===== src/rtl/rob_arat_pkg.sv =====
// Shared widths, lane counts and state encoding for the commit-side rename table.
package rob_arat_pkg;

   localparam int unsigned ARF_CODE_WIDTH     = 5;
   localparam int unsigned PRF_CODE_WIDTH     = 7;
   localparam int unsigned ARF_NUM            = 32;
   localparam int unsigned CMT_LANES          = 4;
   localparam int unsigned REL_LANES          = 2;
   localparam int unsigned REL_FIFO_DEPTH_DEF = 16;

   typedef enum logic {
      ARAT_IDLE  = 1'b0,
      ARAT_FLUSH = 1'b1
   } arat_state_e;

endpackage


===== src/rtl/rob_arat_if.sv =====
// Retire, restore and release bus of rob_arat; ARAT_PERF_CNT_EN adds the perf counters.
interface rob_arat_if;
   import rob_arat_pkg::*;

   logic                      i_arat_cmt_vld       [CMT_LANES];
   logic [ARF_CODE_WIDTH-1:0] i_arat_cmt_dst_code  [CMT_LANES];
   logic [PRF_CODE_WIDTH-1:0] i_arat_cmt_prf_code  [CMT_LANES];
   logic                      o_arat_cmt_rdy;
   logic                      i_arat_except_flush;
   logic                      o_arat_srat_flush;
   logic [PRF_CODE_WIDTH-1:0] o_arat_flush_prf_code [ARF_NUM];
   logic                      o_arat_rel_vld       [REL_LANES];
   logic [PRF_CODE_WIDTH-1:0] o_arat_rel_prf_code  [REL_LANES];
   logic                      i_arat_rel_rdy;
`ifdef ARAT_PERF_CNT_EN
   logic [31:0]               o_arat_perf_rel_cnt;
   logic [31:0]               o_arat_perf_stall_cnt;
`endif

   modport slave (
      input  i_arat_cmt_vld, i_arat_cmt_dst_code, i_arat_cmt_prf_code,
      input  i_arat_except_flush, i_arat_rel_rdy,
`ifdef ARAT_PERF_CNT_EN
      output o_arat_perf_rel_cnt, o_arat_perf_stall_cnt,
`endif
      output o_arat_cmt_rdy, o_arat_srat_flush, o_arat_flush_prf_code,
      output o_arat_rel_vld, o_arat_rel_prf_code
   );

   modport master (
      output i_arat_cmt_vld, i_arat_cmt_dst_code, i_arat_cmt_prf_code,
      output i_arat_except_flush, i_arat_rel_rdy,
`ifdef ARAT_PERF_CNT_EN
      input  o_arat_perf_rel_cnt, o_arat_perf_stall_cnt,
`endif
      input  o_arat_cmt_rdy, o_arat_srat_flush, o_arat_flush_prf_code,
      input  o_arat_rel_vld, o_arat_rel_prf_code
   );

endinterface


===== src/rtl/rob_arat_rel_fifo.sv =====
// Release queue toward the free list: up to 4 compacted pushes and 2 pops per cycle.
module rob_arat_rel_fifo
   import rob_arat_pkg::*;
#(
   parameter int unsigned DEPTH = REL_FIFO_DEPTH_DEF
) (
   input  logic                             clk,
   input  logic                             rst_n,
   input  logic                             push_vld_i  [CMT_LANES],
   input  logic [PRF_CODE_WIDTH-1:0]        push_code_i [CMT_LANES],
   input  logic                             pop_i,
   output logic                             pop_vld_o   [REL_LANES],
   output logic [PRF_CODE_WIDTH-1:0]        pop_code_o  [REL_LANES],
   output logic [$clog2(DEPTH):0]           count_o
);
   localparam int unsigned PTR_W = $clog2(DEPTH);
   localparam int unsigned CNT_W = PTR_W + 1;

   logic [PTR_W-1:0]          wr_ptr_q, wr_ptr_d, rd_ptr_q, rd_ptr_d;
   logic [CNT_W-1:0]          cnt_q, cnt_d;
   logic [PRF_CODE_WIDTH-1:0] mem_q   [DEPTH];
   logic [PTR_W-1:0]          wr_addr [CMT_LANES];
   logic [2:0]                push_n;
   logic [1:0]                pop_n;

   // Each valid lane takes the next free slot after the valid lanes before it.
   always_comb begin
      push_n = 3'd0;
      for (int k = 0; k < CMT_LANES; k++) begin
         wr_addr[k] = wr_ptr_q + PTR_W'(push_n);
         push_n     = push_n + 3'(push_vld_i[k]);
      end
      pop_n = 2'd0;
      if (pop_i) pop_n = (cnt_q >= CNT_W'(2)) ? 2'd2 : 2'(cnt_q[0]);
      wr_ptr_d = wr_ptr_q + PTR_W'(push_n);
      rd_ptr_d = rd_ptr_q + PTR_W'(pop_n);
      cnt_d    = cnt_q + CNT_W'(push_n) - CNT_W'(pop_n);
   end

   always_ff @(posedge clk or negedge rst_n) begin
      if (!rst_n) begin
         wr_ptr_q <= '0;
         rd_ptr_q <= '0;
         cnt_q    <= '0;
      end else begin
         wr_ptr_q <= wr_ptr_d;
         rd_ptr_q <= rd_ptr_d;
         cnt_q    <= cnt_d;
      end
   end

   always_ff @(posedge clk) begin
      for (int k = 0; k < CMT_LANES; k++)
         if (push_vld_i[k]) mem_q[wr_addr[k]] <= push_code_i[k];
   end

   always_comb begin
      pop_vld_o[0]  = (cnt_q != '0);
      pop_vld_o[1]  = (cnt_q >= CNT_W'(2));
      pop_code_o[0] = mem_q[rd_ptr_q];
      pop_code_o[1] = mem_q[rd_ptr_q + PTR_W'(1)];
      count_o       = cnt_q;
   end

endmodule


===== src/rtl/rob_arat.sv =====
// Commit-side architectural rename table: records retired mappings, releases dead PRFs,
// and restores decode on exception. ARAT_PERF_CNT_EN adds release/stall counters.
module rob_arat
   import rob_arat_pkg::*;
#(
   parameter int unsigned REL_FIFO_DEPTH = REL_FIFO_DEPTH_DEF
) (
   input logic       clk,
   input logic       rst_n,
   rob_arat_if.slave bus
);
   localparam int unsigned CNT_W = $clog2(REL_FIFO_DEPTH) + 1;

   arat_state_e               state_q, state_d;
   logic [PRF_CODE_WIDTH-1:0] table_q  [ARF_NUM];
   logic [PRF_CODE_WIDTH-1:0] table_d  [ARF_NUM];
   logic                      acc      [CMT_LANES];
   logic [PRF_CODE_WIDTH-1:0] rel_code [CMT_LANES];
   logic                      rel_vld  [REL_LANES];
   logic [PRF_CODE_WIDTH-1:0] rel_prf  [REL_LANES];
   logic [CNT_W-1:0]          fifo_cnt;
   logic                      cmt_rdy;

   assign cmt_rdy = (state_q == ARAT_IDLE) &&
                    (fifo_cnt <= CNT_W'(REL_FIFO_DEPTH - CMT_LANES));

   // Dead PRF per lane bypasses older same-cycle writers; youngest writer wins the table.
   always_comb begin
      table_d = table_q;
      for (int k = 0; k < CMT_LANES; k++) begin
         acc[k]      = bus.i_arat_cmt_vld[k] && cmt_rdy && (bus.i_arat_cmt_dst_code[k] != '0);
         rel_code[k] = table_q[bus.i_arat_cmt_dst_code[k]];
         for (int j = 0; j < CMT_LANES; j++)
            if ((j < k) && acc[j] && (bus.i_arat_cmt_dst_code[j] == bus.i_arat_cmt_dst_code[k]))
               rel_code[k] = bus.i_arat_cmt_prf_code[j];
         if (acc[k]) table_d[bus.i_arat_cmt_dst_code[k]] = bus.i_arat_cmt_prf_code[k];
      end
   end

   always_comb begin
      state_d = state_q;
      case (state_q)
         ARAT_IDLE:  if (bus.i_arat_except_flush) state_d = ARAT_FLUSH;
         ARAT_FLUSH: state_d = bus.i_arat_except_flush ? ARAT_FLUSH : ARAT_IDLE;
         default:    state_d = ARAT_IDLE;
      endcase
   end

   always_ff @(posedge clk or negedge rst_n) begin
      if (!rst_n) begin
         state_q <= ARAT_IDLE;
         for (int i = 0; i < ARF_NUM; i++) table_q[i] <= PRF_CODE_WIDTH'(i);
      end else begin
         state_q <= state_d;
         table_q <= table_d;
      end
   end

   rob_arat_rel_fifo #(.DEPTH(REL_FIFO_DEPTH)) u_rel_fifo (
      .clk         (clk),
      .rst_n       (rst_n),
      .push_vld_i  (acc),
      .push_code_i (rel_code),
      .pop_i       (bus.i_arat_rel_rdy),
      .pop_vld_o   (rel_vld),
      .pop_code_o  (rel_prf),
      .count_o     (fifo_cnt)
   );

   always_comb begin
      bus.o_arat_cmt_rdy        = cmt_rdy;
      bus.o_arat_srat_flush     = (state_q == ARAT_FLUSH);
      bus.o_arat_flush_prf_code = table_q;
      bus.o_arat_rel_vld        = rel_vld;
      bus.o_arat_rel_prf_code   = rel_prf;
   end

`ifdef ARAT_PERF_CNT_EN
   logic [31:0] perf_rel_q, perf_stall_q;
   logic [2:0]  push_n;
   logic        any_vld;

   always_comb begin
      push_n  = 3'd0;
      any_vld = 1'b0;
      for (int k = 0; k < CMT_LANES; k++) begin
         push_n  = push_n + 3'(acc[k]);
         any_vld = any_vld | bus.i_arat_cmt_vld[k];
      end
   end

   always_ff @(posedge clk or negedge rst_n) begin
      if (!rst_n) begin
         perf_rel_q   <= '0;
         perf_stall_q <= '0;
      end else begin
         perf_rel_q   <= perf_rel_q + 32'(push_n);
         perf_stall_q <= perf_stall_q + 32'(any_vld && !cmt_rdy);
      end
   end

   assign bus.o_arat_perf_rel_cnt   = perf_rel_q;
   assign bus.o_arat_perf_stall_cnt = perf_stall_q;
`endif

endmodule

===== src/flat_wrapper.sv =====
// flat-port wrapper written by rule: the top's interface ports become plain ports
module rob_arat_flat import rob_arat_pkg::*;
#(
   parameter int unsigned REL_FIFO_DEPTH = REL_FIFO_DEPTH_DEF
)
  (clk, rst_n, bus_i_arat_cmt_vld, bus_i_arat_cmt_dst_code, bus_i_arat_cmt_prf_code, bus_i_arat_except_flush, bus_i_arat_rel_rdy, bus_o_arat_cmt_rdy, bus_o_arat_srat_flush, bus_o_arat_flush_prf_code, bus_o_arat_rel_vld, bus_o_arat_rel_prf_code);
  rob_arat_if bus_i ();
  input logic clk;
  input logic rst_n;
  input wire logic [$bits(bus_i.i_arat_cmt_vld)-1:0] bus_i_arat_cmt_vld;
  input wire logic [$bits(bus_i.i_arat_cmt_dst_code)-1:0] bus_i_arat_cmt_dst_code;
  input wire logic [$bits(bus_i.i_arat_cmt_prf_code)-1:0] bus_i_arat_cmt_prf_code;
  input wire logic [$bits(bus_i.i_arat_except_flush)-1:0] bus_i_arat_except_flush;
  input wire logic [$bits(bus_i.i_arat_rel_rdy)-1:0] bus_i_arat_rel_rdy;
  output wire logic [$bits(bus_i.o_arat_cmt_rdy)-1:0] bus_o_arat_cmt_rdy;
  output wire logic [$bits(bus_i.o_arat_srat_flush)-1:0] bus_o_arat_srat_flush;
  output wire logic [$bits(bus_i.o_arat_flush_prf_code)-1:0] bus_o_arat_flush_prf_code;
  output wire logic [$bits(bus_i.o_arat_rel_vld)-1:0] bus_o_arat_rel_vld;
  output wire logic [$bits(bus_i.o_arat_rel_prf_code)-1:0] bus_o_arat_rel_prf_code;
  assign bus_i.i_arat_cmt_vld = {>>{bus_i_arat_cmt_vld}};
  assign bus_i.i_arat_cmt_dst_code = {>>{bus_i_arat_cmt_dst_code}};
  assign bus_i.i_arat_cmt_prf_code = {>>{bus_i_arat_cmt_prf_code}};
  assign bus_i.i_arat_except_flush = bus_i_arat_except_flush;
  assign bus_i.i_arat_rel_rdy = bus_i_arat_rel_rdy;
  assign bus_o_arat_cmt_rdy = bus_i.o_arat_cmt_rdy;
  assign bus_o_arat_srat_flush = bus_i.o_arat_srat_flush;
  assign bus_o_arat_flush_prf_code = {>>{bus_i.o_arat_flush_prf_code}};
  assign bus_o_arat_rel_vld = {>>{bus_i.o_arat_rel_vld}};
  assign bus_o_arat_rel_prf_code = {>>{bus_i.o_arat_rel_prf_code}};
  rob_arat #(.REL_FIFO_DEPTH(REL_FIFO_DEPTH)) u_core (.clk(clk), .rst_n(rst_n), .bus(bus_i));
endmodule

===== config.mk =====
export PLATFORM = sky130hd
export DESIGN_NAME = rob_arat_flat
export DESIGN_NICKNAME = d
export VERILOG_FILES = /design/src/rtl/rob_arat_pkg.sv /design/src/rtl/rob_arat_if.sv /design/src/rtl/rob_arat_rel_fifo.sv /design/src/rtl/rob_arat.sv /design/src/flat_wrapper.sv
export SDC_FILE = /design/constraint.sdc
export NUM_CORES = 2
export LEC_CHECK = 0
export CELL_PAD_IN_SITES_DETAIL_PLACEMENT = 2
export CELL_PAD_IN_SITES_GLOBAL_PLACEMENT = 2
export CORE_AREA = 2 2 381 307
export CTS_CLUSTER_DIAMETER = 50
export DETAILED_ROUTE_END_ITERATION = 10
export DIE_AREA = 0 0 383 309
export PLACE_DENSITY_LB_ADDON = 0.1
export SKIP_CTS_REPAIR_TIMING = 1
export SYNTH_ARGS = -nofsm -noshare
export SYNTH_HDL_FRONTEND = slang
export SYNTH_SLANG_ARGS = --single-unit

===== constraint.sdc =====
create_clock -name clk -period 6.1 [get_ports clk]
set_clock_uncertainty 0.2 [all_clocks]
set_input_delay 1.525 -clock clk [delete_from_list [all_inputs] [get_ports clk]]
set_output_delay 1.525 -clock clk [all_outputs]
set_load 0.03 [all_outputs]

==> results.cfg <==
[global_routing]
grt_max_degree = 98
grt-ovfl-total = 0
antenna_found_initial = 26
grt_pass1_vias = 39470
grt_pass1_wl_um = 350500
grt_usage = 0.4306

[final_layout]
fin_area_um2 = 42020
drive_gt1_frac = 0.1887
syn2layout_area_growth_pct = 23.12
fin_cells = 5831
fin_nets = 4337
final_cell_mix = 632 x nand2_1, 374 x o211ai_1, 341 x nor2_1, 341 x mux2i_1, 268 x clkdlybuf4s50_1
final_common_cell = nand2_1

[worst_setup_path]
cp-startpoint = bus_i_arat_cmt_dst_code[14]
reg2reg_depth = 9
crit_family = simple AND/OR/NAND/NOR gates
critPathArrivalTime_ns = 5.72
critPathKind = in -> reg
critPathMaxStageDelay_ns = 0.72
start_kind = input port
r2r_end = u_core.bus.o_arat_flush_prf_code[146]
worstReg2RegStart = u_core.u_rel_fifo.count_o[4]
end_kind = register
cp_common_cell = ha_1
cp.depth = 13
crit_fanout = 11
reg2reg_slack_ns = 0.93
crit_required_ns = 6.31
crit_slowest_cell = or4_1
critical_path.cell_chain = clkdlybuf4s50_1, or4_1, nor2_4, nor2_1, ha_1, ha_1, ha_1, or4b_2, nor3_1, buf_4, and2_1, a221o_1, o21ai_0
path_buf_inv = 2
worst_setup_path_endpoint = u_core.u_rel_fifo.mem_q[9][0]

[clocking]
cts_buffer_depth = 3
cts_made_buffers = 69
cts-root-buf = clkbuf_16
clk_pin_slew_ns = 0.05
tritoncts = built
cts_max_level = 3
clock_latency_ns = 0.71
cts.sinks = 350

[placement]
dp_hpwl_um = 188800
place_area_um2 = 39550
io_buffers = 297
dp_cells = 5702
gp_congestion = 1.094

[synth]
synth_edf_count = 112
synth_top_family_by_area = compound AO/OA/AOI/OAI gates
synth_compound_area_frac = 0.2440
yosys.area_share.simple = 0.1883
ys_dominant_reg_cell = dfrtp_1
synth-xor-area-share = 0.01206
yosysWarningCount = 0
syn_area_um2 = 34130
synth.distinct_cells = 91
synthCells = 4023
synth_mux_area_frac = 0.2079
avgSynthCellArea_um2 = 8.483
synth_fa_ha_area_frac = 0.01342
async_flop_share = 0.6800
yosysSeqAreaShare = 0.2760
synth_nets = 4112
ys_seq_elements = 350

[hold_path]
min_path_type = reg -> reg

[timing]
holdWs_ns = 0.4342
final.period_utilization = 0.9024
hold_viol = 0
worst_pin_slew_ns = 1.531
fmax_mhz = 181.7
rsz0062_at_grt = no
min_period_ns = 5.504
setup_tns_ns = 0
slew_violations = 6
maxSlewHeadroom = -0.02503
setup_viol = 0

[detailed_routing]
wl_um = 261500
wl_per_cell_um = 44.85
final_antenna_net_count = 0
num_vias = 41210
drtIter0Drc = 6470
drc = 0
via_per_inst = 7.067
dr.pass1.iters = 5

[floorplan]
die_h_um = 309
die_area_um2 = 118300
coreArea_um2 = 114300
chipWidth_um = 383
ios = 298
initial_core_util = 0.2986
rows = 111

[pwr]
power_mw = 24.05
power.density_nw_per_um2 = 572.4
cellLeakagePower_nw = 15.84
ir_drop_mv = 0.3320

[flow_run]
maxCapViolCount = 1

[run_status]
status = finished with violations
violations = capacitance limit, slew limit
[metrics by stage]
stage | setup WS, ns | util
2_1_floorplan | 0.4845 | -
3_3_place_gp | 0.06555 | 0.3460
3_5_place_dp | 0.03914 | 0.3460
4_1_cts | 0.7510 | 0.3675
5_1_grt | 0.4193 | 0.3675
6_report | 0.5956 | 0.3676
[worst register-to-register path: stages (launching register included)]
cell,delay [ns]
dfrtp_1,0.56
inv_1,0.18
ha_1,0.26
and2_1,0.43
a211oi_4,0.73
o311ai_2,0.32
nor2_2,1.18
nand2_1,0.74
nor2_1,0.31
a31oi_1,0.08
[flip-flops by register name, indices dropped and copies added (netlist names)]
name and flops:
u_core.u_rel_fifo.rd_ptr_q 4, u_core.bus.o_arat_flush_prf_code 224, u_core.u_rel_fifo.wr_ptr_q 4, u_core.u_rel_fifo.count_o 5, u_core.u_rel_fifo.mem_q 112, u_core.bus.o_arat_srat_flush 1
[synthesized netlist by cell type (10+ instances only)]
| library cell | number | area (um2) |
|---|---|---|
| mux2_2 | 61 | 686.9 |
| a221oi_1 | 10 | 87.58 |
| xnor2_1 | 33 | 289.0 |
| a31oi_1 | 202 | 1264 |
| buf_4 | 11 | 82.58 |
| nand2_1 | 632 | 2372 |
| nor3b_1 | 10 | 75.07 |
| nor3_1 | 42 | 210.2 |
| nand3_1 | 146 | 730.7 |
| or4_1 | 10 | 75.07 |
| xor2_1 | 14 | 122.6 |
| a31o_2 | 30 | 262.8 |
| a211o_1 | 21 | 183.9 |
| or4b_2 | 11 | 110.1 |
| or3_1 | 14 | 87.58 |
| dfstp_2 | 80 | 2102 |
| nand4bb_1 | 14 | 157.7 |
| mux4_2 | 133 | 2995 |
| mux2i_1 | 341 | 3413 |
| inv_1 | 40 | 150.1 |
| a211oi_1 | 11 | 82.58 |
| clkbuf_1 | 272 | 1021 |
| edfxtp_1 | 112 | 3363 |
| dfrtp_1 | 158 | 3954 |
| o22ai_1 | 162 | 1013 |
| nor2b_1 | 17 | 106.4 |
| o211ai_1 | 374 | 2808 |
| nand4b_1 | 12 | 105.1 |
| a21o_1 | 13 | 97.59 |
| or2_2 | 10 | 62.56 |
| nand4_1 | 10 | 62.56 |
| nor4_1 | 40 | 250.2 |
| a22oi_1 | 82 | 615.6 |
| nand2b_1 | 11 | 68.82 |
| a22o_1 | 18 | 157.7 |
| and2_1 | 18 | 112.6 |
| nor2_1 | 342 | 1284 |
| a21oi_1 | 154 | 770.7 |
| buf_1 | 29 | 108.9 |
| ha_1 | 27 | 337.8 |
| o21ai_0 | 42 | 210.2 |
| buf_2 | 107 | 535.5 |
[power breakdown]
group          internal [mW]  leakage, nW  total (mW)  switching [mW]
registers               3.63         3.86        6.54            2.91
clock network           2.66         1.20        4.22            1.56
logic                   5.23         10.8        13.3            8.06
total                   11.5         15.8        24.0            12.5
[layer usage]
layer	GRT usage	wire length, um	share of wire
met1	0.6182	114500	0.44
met5	0	115	0.00044
met4	0.1570	10760	0.041
met2	0.5755	101300	0.39
met3	0.1636	34920	0.13
[worst min path at each step]
stage | cells past startpoint | startpoint | slack [ns] | endpoint
6_report | 0 | u_core.bus.o_arat_flush_prf_code[218] | 0.43 | u_core.bus.o_arat_flush_prf_code[218]
3_3_place_gp | 0 | u_core.bus.o_arat_flush_prf_code[218] | 0.39 | u_core.bus.o_arat_flush_prf_code[218]
5_1_grt | 0 | u_core.bus.o_arat_flush_prf_code[218] | 0.41 | u_core.bus.o_arat_flush_prf_code[218]
2_1_floorplan | 1 | u_core.u_rel_fifo.rd_ptr_q[0] | 0.34 | u_core.u_rel_fifo.rd_ptr_q[0]
4_1_cts | 0 | u_core.bus.o_arat_flush_prf_code[218] | 0.40 | u_core.bus.o_arat_flush_prf_code[218]
3_5_place_dp | 0 | u_core.bus.o_arat_flush_prf_code[218] | 0.39 | u_core.bus.o_arat_flush_prf_code[218]
[cell families (layout without fill, tap and decap cells)]
| group | count (synthesis) | after routing |
|---|---|---|
| AOI/OAI and AO/OA | 1195 | 1195 |
| xor gates and xnor gates | 47 | 47 |
| adders and majority gates | 33 | 33 |
| buffers and inverters | 469 | 748 |
| DFF | 350 | 350 |
| muxes | 535 | 535 |
| other | 0 | 4 |
| and+or+nand+nor | 1394 | 1394 |
[cell type report]
type / count / area (um2)
Antenna cell: 4 / 10.01
Multi-Input combinational cell: 3204 / 22780
Clock inverter: 40 / 565.5
Fill cell: 12620 / 72280
Tap cell: 1525 / 1908
Clock buffer: 85 / 1891
Sequential cell: 350 / 9422
Timing Repair Buffer: 582 / 5289
Inverter: 41 / 153.9
No activity file was read; power rests on OpenSTA's default activity.
